[src/rtl/i2c_avmm_csr_slave_pkg.sv]
// Shared definitions for the I2C-bridge CSR slave: register word indices, flag bits, STATUS fields.
// Byte offset of each register is its word index times four.
package i2c_csr_pkg;

  typedef enum logic [2:0] {
    REG_ID      = 3'd0,
    REG_SCRATCH = 3'd1,
    REG_CTRL    = 3'd2,
    REG_STATUS  = 3'd3,
    REG_MBX     = 3'd4,
    REG_FLAGS   = 3'd5
  } reg_idx_e;

  localparam int FLAG_OVF     = 0;
  localparam int FLAG_BADADDR = 1;
  localparam int FLAG_PROTO   = 2;

  localparam int ST_EMPTY   = 0;
  localparam int ST_FULL    = 1;
  localparam int ST_CNT_LSB = 8;

  localparam logic [31:0] DEFAULT_ID_VALUE = 32'h12C0_0001;

  function automatic logic [31:0] be_merge(input logic [31:0] cur, input logic [31:0] wdat,
                                           input logic [3:0] be);
    logic [31:0] res;
    res = cur;
    for (int b = 0; b < 4; b++) begin
      if (be[b]) res[b*8 +: 8] = wdat[b*8 +: 8];
    end
    return res;
  endfunction

endpackage

[src/rtl/i2c_avmm_csr_slave_if.sv]
// Avalon-MM transfer signals between the I2C bridge master and the CSR slave.
// Reads return through readdata/readdatavalid; waitrequest stalls the master.
interface i2c_avmm_csr_slave_if;
  logic [31:0] address;
  logic        read;
  logic        write;
  logic [3:0]  byteenable;
  logic [31:0] writedata;
  logic [31:0] readdata;
  logic        readdatavalid;
  logic        waitrequest;

  modport master (
    output address, read, write, byteenable, writedata,
    input  readdata, readdatavalid, waitrequest
  );

  modport slave (
    input  address, read, write, byteenable, writedata,
    output readdata, readdatavalid, waitrequest
  );
endinterface

[src/rtl/i2c_avmm_csr_slave_fifo.sv]
// First-word-fall-through FIFO: head visible combinationally, zero-cycle read latency.
// A push into a full FIFO succeeds only with a same-cycle pop; otherwise it is dropped and flagged.
module csr_sync_fifo #(
  parameter int WIDTH = 32,
  parameter int DEPTH = 8
) (
  input  logic                         clk,
  input  logic                         rst_n,
  input  logic                         push_vld,
  input  logic [WIDTH-1:0]             push_dat,
  output logic                         pop_vld,
  input  logic                         pop_rdy,
  output logic [WIDTH-1:0]             pop_dat,
  output logic [$clog2(DEPTH+1)-1:0]   count,
  output logic                         full,
  output logic                         empty,
  output logic                         drop
);
  localparam int AW = $clog2(DEPTH);
  localparam int CW = $clog2(DEPTH + 1);
  localparam logic [CW-1:0] FULL_CNT = CW'(DEPTH);

  logic [WIDTH-1:0] mem [DEPTH];
  logic [AW-1:0]    wr_ptr, rd_ptr;
  logic             pop, push_ok;

  assign empty   = (count == '0);
  assign full    = (count == FULL_CNT);
  assign pop_vld = !empty;
  assign pop     = pop_vld && pop_rdy;
  assign push_ok = push_vld && (!full || pop);
  assign drop    = push_vld && !push_ok;
  assign pop_dat = empty ? '0 : mem[rd_ptr];

  always_ff @(posedge clk) begin
    if (push_ok) mem[wr_ptr] <= push_dat;
  end

  always_ff @(posedge clk or negedge rst_n) begin
    if (!rst_n) begin
      wr_ptr <= '0;
      rd_ptr <= '0;
      count  <= '0;
    end else begin
      if (push_ok) wr_ptr <= wr_ptr + AW'(1);
      if (pop)     rd_ptr <= rd_ptr + AW'(1);
      case ({push_ok, pop})
        2'b10:   count <= count + CW'(1);
        2'b01:   count <= count - CW'(1);
        default: count <= count;
      endcase
    end
  end
endmodule

[src/rtl/i2c_avmm_csr_slave.sv]
// Avalon-MM CSR slave behind the I2C bridge: WAIT_STATES stall cycles per transfer, reads return
// READ_LATENCY cycles after acceptance, writes are byte-enabled; mailbox words stream out valid/ready.
module i2c_avmm_csr_slave
  import i2c_csr_pkg::*;
#(
  parameter int          WAIT_STATES  = 1,
  parameter int          READ_LATENCY = 2,
  parameter int          FIFO_DEPTH   = 8,
  parameter logic [31:0] ID_VALUE     = DEFAULT_ID_VALUE
) (
  input  logic                  clk,
  input  logic                  rst_n,
  i2c_avmm_csr_slave_if.slave   avmm,
  output logic [31:0]           ctrl_out,
  output logic [31:0]           mbx_data,
  output logic                  mbx_valid,
  input  logic                  mbx_ready,
  output logic                  irq
);
  localparam int CW = $clog2(FIFO_DEPTH + 1);
  localparam logic [3:0] WS = 4'(WAIT_STATES);

  logic                          req, accept, wr_acc, rd_acc, bad, push_vld;
  logic [2:0]                    idx, flags, flag_set, flag_clr;
  logic [3:0]                    wcnt;
  logic [31:0]                   scratch, ctrl, rd_word;
  logic                          fifo_drop, fifo_full, fifo_empty;
  logic [CW-1:0]                 fifo_cnt;
  logic [READ_LATENCY-1:0]       pipe_vld, in_vld;
  logic [READ_LATENCY-1:0][31:0] pipe_dat, in_dat;

  assign req              = avmm.read | avmm.write;
  assign avmm.waitrequest = req && (wcnt != WS);
  assign accept           = req && !avmm.waitrequest;
  assign wr_acc           = accept && avmm.write;
  assign rd_acc           = accept && avmm.read && !avmm.write;
  assign idx              = avmm.address[4:2];
  assign bad              = (|avmm.address[31:5]) || (|avmm.address[1:0]) || (idx > 3'd5);
  assign push_vld         = wr_acc && !bad && (idx == REG_MBX);
  assign ctrl_out         = ctrl;

  always_ff @(posedge clk or negedge rst_n) begin
    if (!rst_n)              wcnt <= '0;
    else if (!req || accept) wcnt <= '0;
    else                     wcnt <= wcnt + 4'd1;
  end

  // Read value reflects state before any write landing in the same cycle.
  always_comb begin
    rd_word = '0;
    if (!bad) begin
      case (reg_idx_e'(idx))
        REG_ID:      rd_word = ID_VALUE;
        REG_SCRATCH: rd_word = scratch;
        REG_CTRL:    rd_word = ctrl;
        REG_STATUS: begin
          rd_word[ST_EMPTY]         = fifo_empty;
          rd_word[ST_FULL]          = fifo_full;
          rd_word[ST_CNT_LSB +: 8]  = 8'(fifo_cnt);
        end
        REG_FLAGS:   rd_word[2:0] = flags;
        default:     rd_word = '0;
      endcase
    end
  end

  always_comb begin
    flag_set               = '0;
    flag_set[FLAG_OVF]     = fifo_drop;
    flag_set[FLAG_BADADDR] = accept && bad;
    flag_set[FLAG_PROTO]   = accept && avmm.read && avmm.write;
    flag_clr               = '0;
    if (wr_acc && !bad && (idx == REG_FLAGS) && avmm.byteenable[0])
      flag_clr = avmm.writedata[2:0];
  end

  always_ff @(posedge clk or negedge rst_n) begin
    if (!rst_n) begin
      scratch <= '0;
      ctrl    <= '0;
      flags   <= '0;
      irq     <= 1'b0;
    end else begin
      if (wr_acc && !bad && (idx == REG_SCRATCH))
        scratch <= be_merge(scratch, avmm.writedata, avmm.byteenable);
      if (wr_acc && !bad && (idx == REG_CTRL))
        ctrl <= be_merge(ctrl, avmm.writedata, avmm.byteenable);
      // Set wins over a simultaneous clear of the same bit.
      flags <= (flags & ~flag_clr) | flag_set;
      irq   <= |(flags & ctrl[2:0]);
    end
  end

  always_comb begin
    in_vld    = '0;
    in_dat    = '0;
    in_vld[0] = rd_acc;
    in_dat[0] = rd_word;
    for (int i = 1; i < READ_LATENCY; i++) begin
      in_vld[i] = pipe_vld[i-1];
      in_dat[i] = pipe_dat[i-1];
    end
  end

  // Stages only load on valid so the final stage holds the last returned word.
  always_ff @(posedge clk or negedge rst_n) begin
    if (!rst_n) begin
      pipe_vld <= '0;
      pipe_dat <= '0;
    end else begin
      pipe_vld <= in_vld;
      for (int i = 0; i < READ_LATENCY; i++) begin
        if (in_vld[i]) pipe_dat[i] <= in_dat[i];
      end
    end
  end

  assign avmm.readdatavalid = pipe_vld[READ_LATENCY-1];
  assign avmm.readdata      = pipe_dat[READ_LATENCY-1];

  csr_sync_fifo #(
    .WIDTH (32),
    .DEPTH (FIFO_DEPTH)
  ) u_mbx_fifo (
    .clk      (clk),
    .rst_n    (rst_n),
    .push_vld (push_vld),
    .push_dat (avmm.writedata),
    .pop_vld  (mbx_valid),
    .pop_rdy  (mbx_ready),
    .pop_dat  (mbx_data),
    .count    (fifo_cnt),
    .full     (fifo_full),
    .empty    (fifo_empty),
    .drop     (fifo_drop)
  );
endmodule
[src/flat_wrapper.sv]
// flat-port wrapper written by rule: the top's interface ports become plain ports
module i2c_avmm_csr_slave_flat import i2c_csr_pkg::*;
#(
  parameter int          WAIT_STATES  = 1,
  parameter int          READ_LATENCY = 2,
  parameter int          FIFO_DEPTH   = 8,
  parameter logic [31:0] ID_VALUE     = DEFAULT_ID_VALUE
)
  (clk, rst_n, ctrl_out, mbx_data, mbx_valid, mbx_ready, irq, avmm_address, avmm_read, avmm_write, avmm_byteenable, avmm_writedata, avmm_readdata, avmm_readdatavalid, avmm_waitrequest);
  i2c_avmm_csr_slave_if avmm_i ();
  input  logic clk;
  input  logic rst_n;
  output logic [31:0] ctrl_out;
  output logic [31:0] mbx_data;
  output logic mbx_valid;
  input  logic mbx_ready;
  output logic irq;
  input wire logic [$bits(avmm_i.address)-1:0] avmm_address;
  input wire logic [$bits(avmm_i.read)-1:0] avmm_read;
  input wire logic [$bits(avmm_i.write)-1:0] avmm_write;
  input wire logic [$bits(avmm_i.byteenable)-1:0] avmm_byteenable;
  input wire logic [$bits(avmm_i.writedata)-1:0] avmm_writedata;
  output wire logic [$bits(avmm_i.readdata)-1:0] avmm_readdata;
  output wire logic [$bits(avmm_i.readdatavalid)-1:0] avmm_readdatavalid;
  output wire logic [$bits(avmm_i.waitrequest)-1:0] avmm_waitrequest;
  assign avmm_i.address = avmm_address;
  assign avmm_i.read = avmm_read;
  assign avmm_i.write = avmm_write;
  assign avmm_i.byteenable = avmm_byteenable;
  assign avmm_i.writedata = avmm_writedata;
  assign avmm_readdata = avmm_i.readdata;
  assign avmm_readdatavalid = avmm_i.readdatavalid;
  assign avmm_waitrequest = avmm_i.waitrequest;
  i2c_avmm_csr_slave #(.WAIT_STATES(WAIT_STATES), .READ_LATENCY(READ_LATENCY), .FIFO_DEPTH(FIFO_DEPTH), .ID_VALUE(ID_VALUE)) u_core (.clk(clk), .rst_n(rst_n), .avmm(avmm_i), .ctrl_out(ctrl_out), .mbx_data(mbx_data), .mbx_valid(mbx_valid), .mbx_ready(mbx_ready), .irq(irq));
endmodule
[config.mk]
export PLATFORM = sky130hd
export DESIGN_NAME = i2c_avmm_csr_slave_flat
export DESIGN_NICKNAME = d
export VERILOG_FILES = /design/src/rtl/i2c_avmm_csr_slave_pkg.sv /design/src/rtl/i2c_avmm_csr_slave_if.sv /design/src/rtl/i2c_avmm_csr_slave_fifo.sv /design/src/rtl/i2c_avmm_csr_slave.sv /design/src/flat_wrapper.sv
export SDC_FILE = /design/constraint.sdc
export NUM_CORES = 1
export LEC_CHECK = 0
export CORE_ASPECT_RATIO = 0.5
export CORE_UTILIZATION = 51
export DETAILED_ROUTE_END_ITERATION = 12
export GPL_ROUTABILITY_DRIVEN = 0
export GPL_TIMING_DRIVEN = 1
export PLACE_DENSITY = 0.76
export RECOVER_POWER = 25
export SYNTH_ARGS = -nofsm -noshare
export SYNTH_HDL_FRONTEND = slang
export SYNTH_SLANG_ARGS = --single-unit
[constraint.sdc]
create_clock -name clk -period 4.4 [get_ports clk]
set_clock_uncertainty 0.15 [all_clocks]
set_input_delay 0.44 -clock clk [delete_from_list [all_inputs] [get_ports clk]]
set_output_delay 0.44 -clock clk [all_outputs]
set_load 0.01 [all_outputs]
======== After elaboration in Yosys (flattened, before gate mapping) ========
Memory sizes are Yosys's and may differ from the RTL's.
Index checks and enable logic that the tools add are counted.
cells by class
  add/subtract/negate cells ............... 5
  $mul .................................... 0
  div/mod/pow operators ................... 0
  order comparisons ....................... 1
  equality and inequality tests ........... 9
  shift-type cells ........................ 0
  mux-type cells .......................... 12
  bitwise gates (word level) .............. 5
  reductions and logical operators ........ 41
operator list
  kind                                                                   number
  32-bit 2-to-1 mux                                                      2
  16-bit case mux with 3 select lines                                    1
  27-bit OR reduction                                                    1
  8-bit case mux with 3 select lines                                     1
  1-bit logical AND                                                      16
  2-bit AND reduction                                                    8
  2-bit case mux with 5 select lines                                     1
  5-bit case mux with 2 select lines                                     1
  4-bit by 1-bit adder with 4-bit output, second input constant          2
  4-bit case mux with 2 select lines                                     1
  1-bit zero test                                                        7
  3-bit by 1-bit adder with 3-bit output, second input constant          2
  3-bit bitwise AND                                                      2
  3-bit by 2-bit equality test with 1-bit output, second input constant  2
  3-bit equality test, second input constant                             2
  4-bit equality test, second input constant                             1
  4-bit zero test                                                        1
  1-bit logical OR                                                       4
  4-bit 2-to-1 mux                                                       1
  4-bit by 1-bit != test with 1-bit output, second input constant        1
  4-bit by 1-bit subtractor with 4-bit output, second input constant     1
  3-bit by 1-bit equality test with 1-bit output, second input constant  1
  3-bit > comparator, second input constant                              1
  3-bit zero test                                                        1
  other kinds (11)                                                       12
word-level totals
  bits in registers ....................... 148
  latch bits .............................. 0
  RAM bits ................................ 256
  ROM bits ................................ 0
  input bits .............................. 73
  output and inout port bits .............. 100
  word-level logic and storage cells ...... 91
  memories ................................ 1
memory list
  name                   depth  bits a word  read ports  clocked after Yosys merged registers in  wr ports  RTL line                       RTL
  u_core.u_mbx_fifo.mem  8      32           1           0                                        1         i2c_avmm_csr_slave_fifo.sv:23  logic [WIDTH-1:0] mem [DEPTH];

======== Depth between registers and ports, before layout ========
  word-level depth ........................ 12
  gate-level depth with buffers ........... 14
  gate-level depth less buffers ........... 12

======== Modules after synthesis ========
From an unflattened synthesis, not the netlist that was laid out.
unflattened totals
  cell total of the unflattened synthesis .. 916
  area total of the unflattened synthesis .. 16,319.4 µm²
by module, submodules not included
  module              times used  cells each  area each (µm²)  sequential area each (µm²)
  csr_sync_fifo       1           476         10,420.0         7,937.6
  i2c_avmm_csr_slave  1           440         5,899.4          3,453.3

======== Least setup slack after synthesis ========
No wires, ideal clock.
  kind .................................... register -> register
  start ................................... register u_core.wcnt[1]
  end ..................................... memory u_core.u_mbx_fifo.mem[4][0] (enable)
  data arrival time ....................... 3.834 ns
  data required time ...................... 3.789 ns
  setup slack ............................. -0.045 ns
  cell stages (with the launch flop) ...... 8
  buffers on the path ..................... 0
  period minus slack after synthesis ...... 4.445 ns
  cells stage by stage .................... dfrtp_1 -> inv_1 -> ha_1 -> and4bb_2 -> nand3_1 -> nor3_1 -> nand3_1 -> nor3_1
between the ends
  longest elaborated chain between the ends .. 10
ends and longest elaborated chain
  element                                   RTL line                       RTL
  start: declaration                        i2c_avmm_csr_slave.sv:25       logic [3:0] wcnt;
  start signal: assignment                  i2c_avmm_csr_slave.sv:45       else wcnt <= wcnt + 4'd1;
  4-bit by 1-bit != test with 1-bit output  i2c_avmm_csr_slave.sv:33       assign avmm.waitrequest = req && (wcnt != WS);
  1-bit logical AND                         i2c_avmm_csr_slave.sv:33
  1-bit zero test                           i2c_avmm_csr_slave.sv:34       assign accept = req && !avmm.waitrequest;
  1-bit logical AND                         i2c_avmm_csr_slave.sv:34
  1-bit logical AND                         i2c_avmm_csr_slave.sv:35       assign wr_acc = accept && avmm.write;
  1-bit logical AND (2 in a row)            i2c_avmm_csr_slave.sv:39       assign push_vld = wr_acc && !bad && (idx == REG_MBX);
  1-bit logical AND                         i2c_avmm_csr_slave_fifo.sv:31  assign push_ok = push_vld && (!full || pop);
  1-bit 2-to-1 mux                          i2c_avmm_csr_slave_fifo.sv:36  if (push_ok) mem[wr_ptr] <= push_dat;
  1-bit 2-to-1 mux (implied by the code)    i2c_avmm_csr_slave_fifo.sv:36
  end: declaration                          i2c_avmm_csr_slave_fifo.sv:23
No other way between the ends.

======== Worst setup path in the final report ========
  start ................................... register u_core.u_mbx_fifo.rd_ptr[0]
  end ..................................... output mbx_data[25]
between the ends
  longest elaborated chain between the ends .. 2
ends and longest elaborated chain
  element                   RTL line                       RTL
  start: declaration        i2c_avmm_csr_slave_fifo.sv:24  logic [AW-1:0] wr_ptr, rd_ptr;
  start signal: assignment  i2c_avmm_csr_slave_fifo.sv:46  if (pop) rd_ptr <= rd_ptr + AW'(1);
  memory read 8 x 32 bit    -
  32-bit 2-to-1 mux         i2c_avmm_csr_slave_fifo.sv:33  assign pop_dat = empty ? '0 : mem[rd_ptr];
  end: declaration          flat_wrapper.sv:14             output logic [31:0] mbx_data;
No other way between the ends.

==> summary.txt <==
Area delta synth->final = 22.5%
Unrepaired setup endpoints after global routing = false
Type of the tightest min-delay check = reg -> reg
Register bit total from synthesis = 404
Yosys warns = 0
Hpwl dp = 23,800 um
Initial Utilization = 0.524
Setup TNS = 0 ps
Outcome = finished, violations left
CTS root buf = clkbuf_16
Crit share post-route = 0.831
Startpoint Class = flop
Pwr/cell area = 507 nW/um^2
Clock-pin slew on the worst setup and hold paths = 60 ps
DRC Markers = 0
Sequential share of the synthesized area = 0.709
H-tree levels = 2
Post-synth EDFFs = 256
Std cell rows = 45
Worst Path Max Fanout = 26
Core ar. = 30,600 sq um
# IOs = 173
Initial antenna violation count = 3
DR top layer = met4
Avg Cell Area, Syn = 17.6 sq um
Total Wirelength = 36,900 um
Final hold slack = 335 ps
Drt initial violations = 839
M1 WL = 16,200 um
Slew margin rel. = -0.199
Req. time, crit path = 3810 ps
First-pass GRT wire length = 57,000 um
Die height = 127 um
Synth top area cells = edfxtp_1, dfrtp_1, mux4_2
Yosys cell types = 46
Routed wire per std cell = 23.7 um
Largest net degree at the start of global routing = 95
Least-Margin Pin Slew = 1800 ps
Crit Path Class = reg -> out
Placed cells = 1,488
Vias in the first global route = 9,393
Endpoint type of the worst setup path = output pin
Post-synth top area cell = edfxtp_1
Vias/cell = 5.80
Non-Filler Instances = 1,555
Failing checks = capacitance limit, slew limit
Syn_nets = 992
PortBufs = 172
CTS Sinks = 404
Nets@finish = 1,184
GRT Util Overall = 0.237
Power, Total = 9.97 mW
Post-synth ARST share = 0.366
Post-route ant nets = 0
Total gr overflow = 0
First drt pass iteration count = 5
Max-cap violations = 1
Minimum clock period = 3660 ps
Peak VDD IR = 265 uV
Final setup viols = 0
Mapped Cells = 912
Fillers = 2,072
Achievable clock frequency = 0.273 GHz
CP arrival = 3070 ps
Die width = 253 um
Final-report hold violation count = 0
Leak = 7.42 nW
Netlist Area Pre-Place = 16,100 sq um
Fin. max-slew vios = 34
Synth Flop Type = edfxtp_1
CTS max path bufs = 3
Area share of the largest cell type after synthesis = 0.479
Layout cell share with drive strength beyond 1 = 0.236
Clk_lat worst skew = 530 ps
Via count = 9,021
WL met3 = 2350 um
Met2 routed WL = 17,600 um
CTS buffer count = 36
CTS tree = done
Die area = 32,300 sq um
[flip-flops by register name, indices dropped and copies added, names as in the netlist]
name and cells:
u_core.avmm.readdata 32, u_core.ctrl_out 32, u_core.flags 3, u_core.in_dat 32
u_core.irq 1, u_core.pipe_vld 2, u_core.scratch 32, u_core.u_mbx_fifo.count 4
u_core.u_mbx_fifo.mem 256, u_core.u_mbx_fifo.rd_ptr 3, u_core.u_mbx_fifo.wr_ptr 3, u_core.wcnt 4
[final timing paths]
check / slack (ps) / startpoint / to / depth (start not counted)
setup / recovery: 740 / u_core.u_mbx_fifo.rd_ptr[0] / mbx_data[25] / 5
hold / removal: 340 / u_core.in_dat[51] / u_core.in_dat[51] / 2
hold reg to reg: 340 / u_core.in_dat[51] / u_core.in_dat[51] / 2
min in group asynchronous: 430 / rst_n / u_core.avmm.readdata[6] / 2
setup reg to reg: 1380 / u_core.wcnt[1] / u_core.u_mbx_fifo.count[3] / 12
max in group asynchronous: 2740 / rst_n / u_core.scratch[18] / 3
[report_power, final]
part	total [mW]	switching [mW]	internal, mW
combinational	2.34	1.04	1.29
sequential	4.32	0.218	4.10
clock	3.31	1.34	1.98
total	9.97	2.60	7.37
[cells by family (layout without fill, tap and decap cells)]
kind of cell	after synthesis	in the layout	synth area share
buf+inv	61	279	0.0158
xor+xnor	8	8	0.00436
mux	202	202	0.184
simple gates	145	145	0.0474
compound gates	85	85	0.0338
other cells	0	2	0
fa+ha+maj	7	7	0.00592
flops	404	404	0.709
[per-stage QoR]
| stage | cell area, sq um | utilization | setup slack [ps] |
|---|---|---|---|
| after global routing | 19700 | 0.642 | 557 |
| after global placement | 18400 | 0.601 | 850 |
| after floorplan | 16100 | - | 805 |
| after CTS | 19700 | 0.642 | 658 |
| after detailed placement | 18400 | 0.601 | 699 |
| final | 19700 | 0.643 | 741 |
[cell type report]
class,count,area [sq um],share of cell area
repair buffers,198,1980,0.101
clock buffers,55,1070,0.0543
clock inverters,9,180,0.00916
flip-flops and latches,404,11400,0.579
diodes,2,5.00,0.000254
well taps,423,529,0.0269
inverters,17,63.8,0.00324
multi-input cells,447,4460,0.226
[synthesized netlist by cell type (all sizes together) (2+ instances only)]
| cell type | number |
|---|---|
| or2 | 4 |
| nor3 | 13 |
| o41ai | 2 |
| nand2b | 5 |
| nor2 | 53 |
| edfxtp | 256 |
| mux2 | 101 |
| a22oi | 25 |
| buf | 17 |
| ha | 6 |
| nand4 | 2 |
| o22ai | 3 |
| nand3 | 7 |
| or4 | 2 |
| clkbuf | 27 |
| nand2 | 44 |
| a22o | 2 |
| mux2i | 37 |
| a31oi | 4 |
| o21ai | 25 |
| mux4 | 64 |
| a21oi | 14 |
| nand3b | 3 |
| inv | 16 |
| xnor2 | 7 |
| dfrtp | 148 |
| o31ai | 6 |
| nor4 | 7 |
[layout by cell type (no fill, tap or decap), drive strengths merged, types with 2 or more instances in the layout]
master         Yosys  final
dlygate4sd3        0     30
nand4              2      2
xnor2              7      7
nand3b             3      3
bufinv             0      5
o41ai              2      2
nor2              53     53
nand2             44     44
o21ai             25     25
diode              0      2
mux2             101    101
o22ai              3      3
nor4               7      7
a31oi              4      4
ha                 6      6
or2                4      4
mux2i             37     37
o31ai              6      6
or4                2      2
edfxtp           256    256
dfrtp            148    148
a21oi             14     14
a22o               2      2
a22oi             25     25
mux4              64     64
buf               17     25
nor3              13     13
clkbuf            27     56
clkdlybuf4s50      0    142
clkinv             1      5
inv               16     16
nand2b             5      5
nand3              7      7
[repair_timing]
item | in CTS | in global routing
setup buffers | 0 | 0
hold buffers | 1 | 0
endpoints found under the hold margin | 92 | 0
gates resized for setup | 0 | 0
[metal layers]
metal  up-vias  global-route usage
li1       3906                   -
met1      4747               0.342
met2       313               0.372
met3        55              0.0477
met4         0              0.0649
met5         -                   0
[critical path: stages, from the launching register on]
cell and delay, ps:
dfrtp_4 780, buf_4 420, mux4_2 570, mux2i_1 180, nor2_1 60, clkdlybuf4s50_1 510
Note: power is estimated with default switching activity, not from simulation.
